<file path="config.mk">
export PLATFORM = sky130hd
export DESIGN_NAME = m68k_bus_master
export DESIGN_NICKNAME = d
export VERILOG_FILES = /design/src/rtl/m68k_bus_master.sv
export SDC_FILE = /design/constraint.sdc
export NUM_CORES = 1
export LEC_CHECK = 0
export ABC_CLOCK_PERIOD_IN_PS = 2500
export CORE_MARGIN = 1.5
export CORE_UTILIZATION = 45
export DETAILED_ROUTE_END_ITERATION = 8
export PLACE_DENSITY = 0.79
export SLEW_MARGIN = 0
export SYNTH_ARGS = -nofsm -noshare
export SYNTH_HDL_FRONTEND = slang
export SYNTH_SLANG_ARGS = --single-unit
</file>
<file path="constraint.sdc">
create_clock -name clock -period 2.5 [get_ports clock]
set_input_delay 0.25 -clock clock [delete_from_list [all_inputs] [get_ports clock]]
set_output_delay 0.25 -clock clock [all_outputs]
set_load 0.05 [all_outputs]
</file>
<file path="src/rtl/m68k_bus_master.sv">
// m68k_bus_master: MC68000 asynchronous bus initiator, one read/write bus cycle per request
module m68k_bus_master #(
   parameter int TIMEOUT = 64
) (
   input  logic        clock,
   input  logic        res,
   input  logic        req,
   input  logic        req_we,
   input  logic [22:0] req_addr,
   input  logic        req_uds,
   input  logic        req_lds,
   input  logic [15:0] req_wdata,
   output logic        busy,
   output logic        ack,
   output logic        berr,
   output logic [15:0] rdata,
   output logic [22:0] a,
   output logic        n_as,
   output logic        n_uds,
   output logic        n_lds,
   output logic        r_n_w,
   input  logic        n_dtack,
   input  logic [15:0] d_in,
   output logic [15:0] d_out,
   output logic        d_oe
);
   typedef enum logic [3:0] {IDLE, S0, S1, S2, S3, S4, SW1, SW2, S5, S6, S7, NUL} state_t;
   localparam logic [7:0] TO = 8'(TIMEOUT);
   state_t state_q, state_d;
   logic [22:0] a_q, a_d;
   logic [15:0] wdata_q, wdata_d, d_out_q, d_out_d, rdata_q, rdata_d;
   logic [7:0] cnt_q, cnt_d;
   logic we_q, we_d, uds_q, uds_d, lds_q, lds_d, berr_pend_q, berr_pend_d;
   logic busy_q, busy_d, ack_q, ack_d, berr_q, berr_d;
   logic n_as_q, n_as_d, n_uds_q, n_uds_d, n_lds_q, n_lds_d, r_n_w_q, r_n_w_d, d_oe_q, d_oe_d;
   logic accept, on_bus, data_ph, drive;
   assign busy = busy_q;
   assign ack = ack_q;
   assign berr = berr_q;
   assign rdata = rdata_q;
   assign a = a_q;
   assign n_as = n_as_q;
   assign n_uds = n_uds_q;
   assign n_lds = n_lds_q;
   assign r_n_w = r_n_w_q;
   assign d_out = d_out_q;
   assign d_oe = d_oe_q;
   // next state plus registered bus outputs derived from the state being entered
   always_comb begin
      state_d = state_q;
      case (state_q)
         IDLE: if (req) state_d = (req_uds | req_lds) ? S0 : NUL;
         S0: state_d = S1;
         S1: state_d = S2;
         S2: state_d = S3;
         S3: state_d = S4;
         S4: state_d = n_dtack ? SW1 : S5;
         SW1: state_d = SW2;
         SW2: state_d = !n_dtack ? S5 : (cnt_q == TO ? S7 : SW1);
         S5: state_d = S6;
         S6: state_d = S7;
         default: state_d = IDLE;
      endcase
      accept = state_q == IDLE && req;
      on_bus = state_d inside {S2, S3, S4, SW1, SW2, S5, S6};
      data_ph = state_d inside {S4, SW1, SW2, S5, S6};
      drive = state_d inside {S3, S4, SW1, SW2, S5, S6, S7};
      a_d = accept ? req_addr : a_q;
      we_d = accept ? req_we : we_q;
      uds_d = accept ? req_uds : uds_q;
      lds_d = accept ? req_lds : lds_q;
      wdata_d = accept ? req_wdata : wdata_q;
      cnt_d = accept ? 8'd0 : (state_q == SW2 && state_d == SW1) ? cnt_q + 8'd1 : cnt_q;
      berr_pend_d = accept ? 1'b0 : (state_q == SW2 && state_d == S7) ? 1'b1 : berr_pend_q;
      n_as_d = ~on_bus;
      n_uds_d = ~((we_q ? data_ph : on_bus) & uds_q);
      n_lds_d = ~((we_q ? data_ph : on_bus) & lds_q);
      r_n_w_d = ~(we_q & (on_bus | state_d == S7));
      d_oe_d = we_q & drive;
      d_out_d = (state_d == S3 && we_q) ? wdata_q : d_out_q;
      rdata_d = (state_q == S6 && !we_q && !berr_pend_q) ? d_in : rdata_q;
      ack_d = state_q == S7 || state_q == NUL;
      berr_d = state_q == NUL || (state_q == S7 && berr_pend_q);
      busy_d = state_d != IDLE;
   end
   // state and output registers with synchronous reset
   always_ff @(posedge clock) begin
      if (res) begin
         state_q <= IDLE;
         a_q <= '0;
         we_q <= 1'b0;
         uds_q <= 1'b0;
         lds_q <= 1'b0;
         wdata_q <= '0;
         cnt_q <= '0;
         berr_pend_q <= 1'b0;
         n_as_q <= 1'b1;
         n_uds_q <= 1'b1;
         n_lds_q <= 1'b1;
         r_n_w_q <= 1'b1;
         d_oe_q <= 1'b0;
         d_out_q <= '0;
         rdata_q <= '0;
         ack_q <= 1'b0;
         berr_q <= 1'b0;
         busy_q <= 1'b0;
      end else begin
         state_q <= state_d;
         a_q <= a_d;
         we_q <= we_d;
         uds_q <= uds_d;
         lds_q <= lds_d;
         wdata_q <= wdata_d;
         cnt_q <= cnt_d;
         berr_pend_q <= berr_pend_d;
         n_as_q <= n_as_d;
         n_uds_q <= n_uds_d;
         n_lds_q <= n_lds_d;
         r_n_w_q <= r_n_w_d;
         d_oe_q <= d_oe_d;
         d_out_q <= d_out_d;
         rdata_q <= rdata_d;
         ack_q <= ack_d;
         berr_q <= berr_d;
         busy_q <= busy_d;
      end
   end
endmodule

</file>
### After elaboration in Yosys (flattened, before gate mapping)

Cells that the tools add are included.

* output and inout bits: 63
* input bits: 62
* logic and storage cells: 73
* bits in registers: 95

* multiplexer cells: 7
* reduce and logical (&&, ||, !) cells: 17
* $add $sub $neg: 1
* equal/unequal tests: 20
* bitwise logic cells: 10

Operators with widths (count)
* one-hot mux 4 bit (10 select lines): 1
* equality test 4 x 3 -> 1 bit, second input constant: 8
* equality test 4 bit, second input constant: 7
* two-way mux 4 bit: 5
* nonzero test 7 bit: 2
* equality test 4 x 2 -> 1 bit, second input constant: 3
* adder 8 x 1 -> 8 bit, second input constant: 1
* equality test 8 x 7 -> 1 bit, second input constant: 1
* logical AND 1 bit: 7
* nonzero test 5 bit: 1
* bitwise AND 1 bit: 4
* equality test 4 x 1 -> 1 bit, second input constant: 1
* zero test 4 bit: 1
* NOT 1 bit: 4
* nonzero test 4 bit: 1
* zero test 1 bit: 2
* logical OR 1 bit: 2
* bitwise OR 1 bit: 2
* OR reduction 2 bit: 1
* two-way mux 1 bit: 1

### Depth between registers and ports, before layout

* word-level depth: 9
* depth in mapped cells: 9
* depth with buffers taken out: 8

### Worst setup path before layout

No wires, ideal clock.

* kind: reg-to-reg
* start: reg state_q[1]
* end: reg d_out_q[10] (netlist: d_out[10])
* stages on the path, launching flop included: 9
* clock period less this slack: 1877 ps
* library setup time: 128 ps
* arrival: 1749 ps
* path buffers: 2
* setup slack: 623 ps
* data required time: 2372 ps
* cell sequence: dfxtp_1 > buf_6 > or3_4 > mux2i_4 > o211ai_4 > a21oi_4 > buf_12 > mux2i_1 > nor2_1

* longest elaborated chain between the ends: 4
* elaborated cells on any way between the ends: 14
* those cells by class: eq/ne (10); mux (2); reduce/logical (2)

Ends and longest elaborated chain
* start: declaration: line 29 `state_t state_q, state_d;`
* start signal: assignment: line 108 `state_q <= state_d;`
* equality test 4 bit (tied with other cells): line 51 `case (state_q)`
* one-hot mux 4 bit (10 select lines) *: line 51
* equality test 4 x 3 -> 1 bit *: line 80 `d_out_d = (state_d == S3 && we_q) ? wdata_q : d_out_q;`
* logical AND 1 bit *: line 80
* end signal: assignment: line 121 `d_out_q <= d_out_d;`
* end: declaration: line 31 `logic [15:0] wdata_q, wdata_d, d_out_q, d_out_d, rdata_q, rdata_d;`

Mark *: on every way between the ends. The rest lies on a longest branch, timed or not.
A chain may end at the register's enable or synchronous reset.

### Worst setup path in the final report

* start: reg state_q[1]
* end: reg d_out_q[12] (netlist: d_out[12])

Same word-level chain as after synthesis.

==> run summary <==
• 2 — deepest clock path buffer count
• 2.06 ns — Tmin final
• 3146 — total number of vias
• 407 — cells after synthesis
• 665 — fillers
• 0 — Final Hold Violating Endpoints
• 0.632 — worst-case headroom to the max-slew limit
• sky130_fd_sc_hd__dfxtp_1 — predominant post-synthesis flop cell
• 0.0643 — layout cells sized above 1
• 0.829 — final RePlAce weighted congestion
• 0.485 GHz — fmax
• 0 — number of enable-type register cells in the synthesized netlist
• 0.487 — share of power burned in registers
• 0.0106 ns — clock skew after layout
• 13.0 um — WL/cell
• and4b_1 > and2_1 > o41ai_4 > a21oi_4 > buf_12 > mux2i_1 > nor2_1 — Critical Path, Cell by Cell
• 93.4 um — Die H
• 0 — post-CTS repair timing setup buffer count
• 0.56 ns — Worst path max stage delay
• 4.99 — Vias/cell
• 0 — warning count from the yosys run
• 3021 — number of global-route vias before repair
• 175 — 1st-iter DRT viols
• 588 — final net count
• 0 — Setup Viol. Count Final
• 0 — antenna diode instance count
• 5170 um2 — final std cell area, no fill
• 2 — hold depth
• 9 — Num CTS Buffers
• 0.35 ns — source-to-sink clock delay at the later pin of the worst-skew pair
• sky130_fd_sc_hd__clkbuf_8 — CTS Root Buffer Type
• 125 — IO Count
• 0.000424 V — maximum resistive drop on vdd
• 471 — Post-Syn Nets
• 0.374 ns — hold_ws
• 3 — total number of H-tree levels
• 0.297 — switching part of the total
• 0.471 — Initial Utilization
• 0 — Maximum Capacitance Violations
• 7 — depth of the worst register-to-register path
• 95 — number of sinks handled by clock tree synthesis
• sky130_fd_sc_hd__clkdlybuf4s50_1, sky130_fd_sc_hd__nand2_1, sky130_fd_sc_hd__dfxtp_1 — most frequent cells in the layout
• 0 — number of design rule violations left after detail routing
• 661 nW/um2 — PD cells
• 0 — grt ovf
• 47 — post-synth cell types
• 93.4 um — horizontal extent of the die
• register — type of destination of the critical path
• 7 — count of cell instances traversed by the critical path
• 0 — total count of max-transition violations in the final report
• 0 — hold-fix buffer count after cts
• 33 — maximum number of pins on one net before global-route repair
• simple AND/OR/NAND/NOR gates — cell family with the largest share of critical-path delay
• 95 — Yosys reg bits
• 5910 um — HPWL after detailed placement
• 0 — share of synthesized registers carrying an async set or reset
• 2.40 mW — P_int
• 0.199 — GRT Total Usage
• 0.09 ns — post-CTS clock slew at the launch and capture registers of the worst setup and hold paths
• 0 ns — setup TNS
• 124 — Port Buffers
• 4970 um2 — placed cell areas
• sky130_fd_sc_hd__clkdlybuf4s50_1 — most frequent standard cell in the layout excluding fill and tap cells
• finished clean — run status
• done — CTS tree
• 32 — number of rows created at floorplan
• 0.825 — fraction of the cycle the final worst path needs
• 16 — critical path peak fanout
• 0 — antenna violations before repair
• no — RSZ-0062 raised after global routing
• 4 — total iterations of the first detailed-routing run
• 9.03 um2 — Mapped Avg Cell Area
• register — kind of start point of the critical path
• 0.551 ns — transition time at the pin with the least slew margin
• 1.94 nW — Pleak
• 2.72 ns — CP Data Required Time
• register to register — classification of the worst setup path
• 0.221 — part of the power in combinational logic
• 3670 um2 — post-synthesis cell area
• 13700 um — global-route wire length before repair
• 7810 um2 — Placeable Area
• 0.292 — proportion of power drawn by the clock network
• 0 — number of instances resized during post-cts repair
• 2.28 ns — arrival time worst endpoint
• 0 — number of nets with antenna violations after routing
• input pin to register — Worst Hold Class
• 0.518 — sequential cell area fraction in the yosys report
• sky130_fd_sc_hd__dfxtp_1 — CP max-delay cell
• 1.02 mW — power spent charging and discharging nets
• 8190 um — wire length after detailed routing
• 1 — buffering stage count on the worst path with inverters included
• 40.8% — area growth from synthesis to layout
• 8710 um2 — full die area
[metrics by stage]
| stage | power (mW) | setup WS [ns] | std cells | utilization |
|---|---|---|---|---|
| floorplan | 2.19 | 0.623 | 407 | - |
| global route | 3.60 | 0.282 | 631 | 0.663 |
| detailed placement | 2.46 | 0.278 | 615 | 0.637 |
| finish | 3.42 | 0.438 | 631 | 0.663 |
| global placement | 2.45 | 0.309 | 615 | 0.637 |
| CTS | 3.47 | 0.433 | 631 | 0.663 |
[cells in the mapped netlist (3+ instances only)]
cell type | n | area, um2
sky130_fd_sc_hd__clkbuf_1 | 19 | 71.3
sky130_fd_sc_hd__nand4_1 | 4 | 25.0
sky130_fd_sc_hd__nand2_1 | 95 | 357
sky130_fd_sc_hd__and2_1 | 5 | 31.3
sky130_fd_sc_hd__a21oi_1 | 49 | 245
sky130_fd_sc_hd__xnor2_1 | 3 | 26.3
sky130_fd_sc_hd__dfxtp_1 | 95 | 1900
sky130_fd_sc_hd__inv_1 | 4 | 15.0
sky130_fd_sc_hd__nor2_1 | 45 | 169
sky130_fd_sc_hd__buf_2 | 3 | 15.0
sky130_fd_sc_hd__or3_1 | 4 | 25.0
sky130_fd_sc_hd__xor2_1 | 3 | 26.3
sky130_fd_sc_hd__o21ai_0 | 4 | 20.0
sky130_fd_sc_hd__mux2i_1 | 32 | 320
[kinds of logic after synthesis]
group / share of synthesized area
compound gates: 0.123
buf+inv: 0.0412
fa+ha+maj: 0.00681
mux: 0.0964
flops: 0.518
xor+xnor: 0.0143
simple gates: 0.200
[sequential cells by signal (all words and copies together), names as in the netlist, 4 cells and up]
name	count
a	23
rdata	16
state_q	4
cnt_q	8
d_out	16
wdata_q	16
[final cells by class]
class | instances | area (um2) | area share
clock buffers | 12 | 145 | 0.0281
clock inverters | 4 | 53.8 | 0.0104
inverters | 4 | 15.0 | 0.00290
multi-input cells | 282 | 1620 | 0.313
flip-flops and latches | 95 | 1900 | 0.368
well taps | 102 | 128 | 0.0247
repair buffers | 132 | 1310 | 0.253
[layer usage]
layer | wire length, um | up-vias | track usage
li1 | - | 1595 | -
met4 | 151 | 0 | 0.0808
met5 | 0 | - | 0
met2 | 4030 | 87 | 0.336
met3 | 613 | 12 | 0.0789
met1 | 3400 | 1452 | 0.222
[power by group through the flow]
stage	clock network (mW)	logic, mW	registers, mW
after global routing	1.10	0.822	1.68
after CTS	1.04	0.764	1.67
final	0.998	0.757	1.67
after global placement	0	0.748	1.70
after floorplan	0	0.342	1.85
after detailed placement	0	0.760	1.70
[path summary, 6_finish.rpt]
kind | startpoint | slack (ns) | end
worst max-delay path | state_q[1]$_SDFF_PP0_ | 0.44 | d_out[12]$_SDFFE_PP0P_
worst min-delay path | res | 0.37 | state_q[2]$_SDFF_PP0_
worst max register to register | state_q[1]$_SDFF_PP0_ | 0.44 | d_out[12]$_SDFFE_PP0P_
worst min register to register | uds_q$_SDFFE_PP0P_ | 0.43 | n_uds$_SDFF_PP1_
No activity file was read; power rests on OpenSTA's default activity.
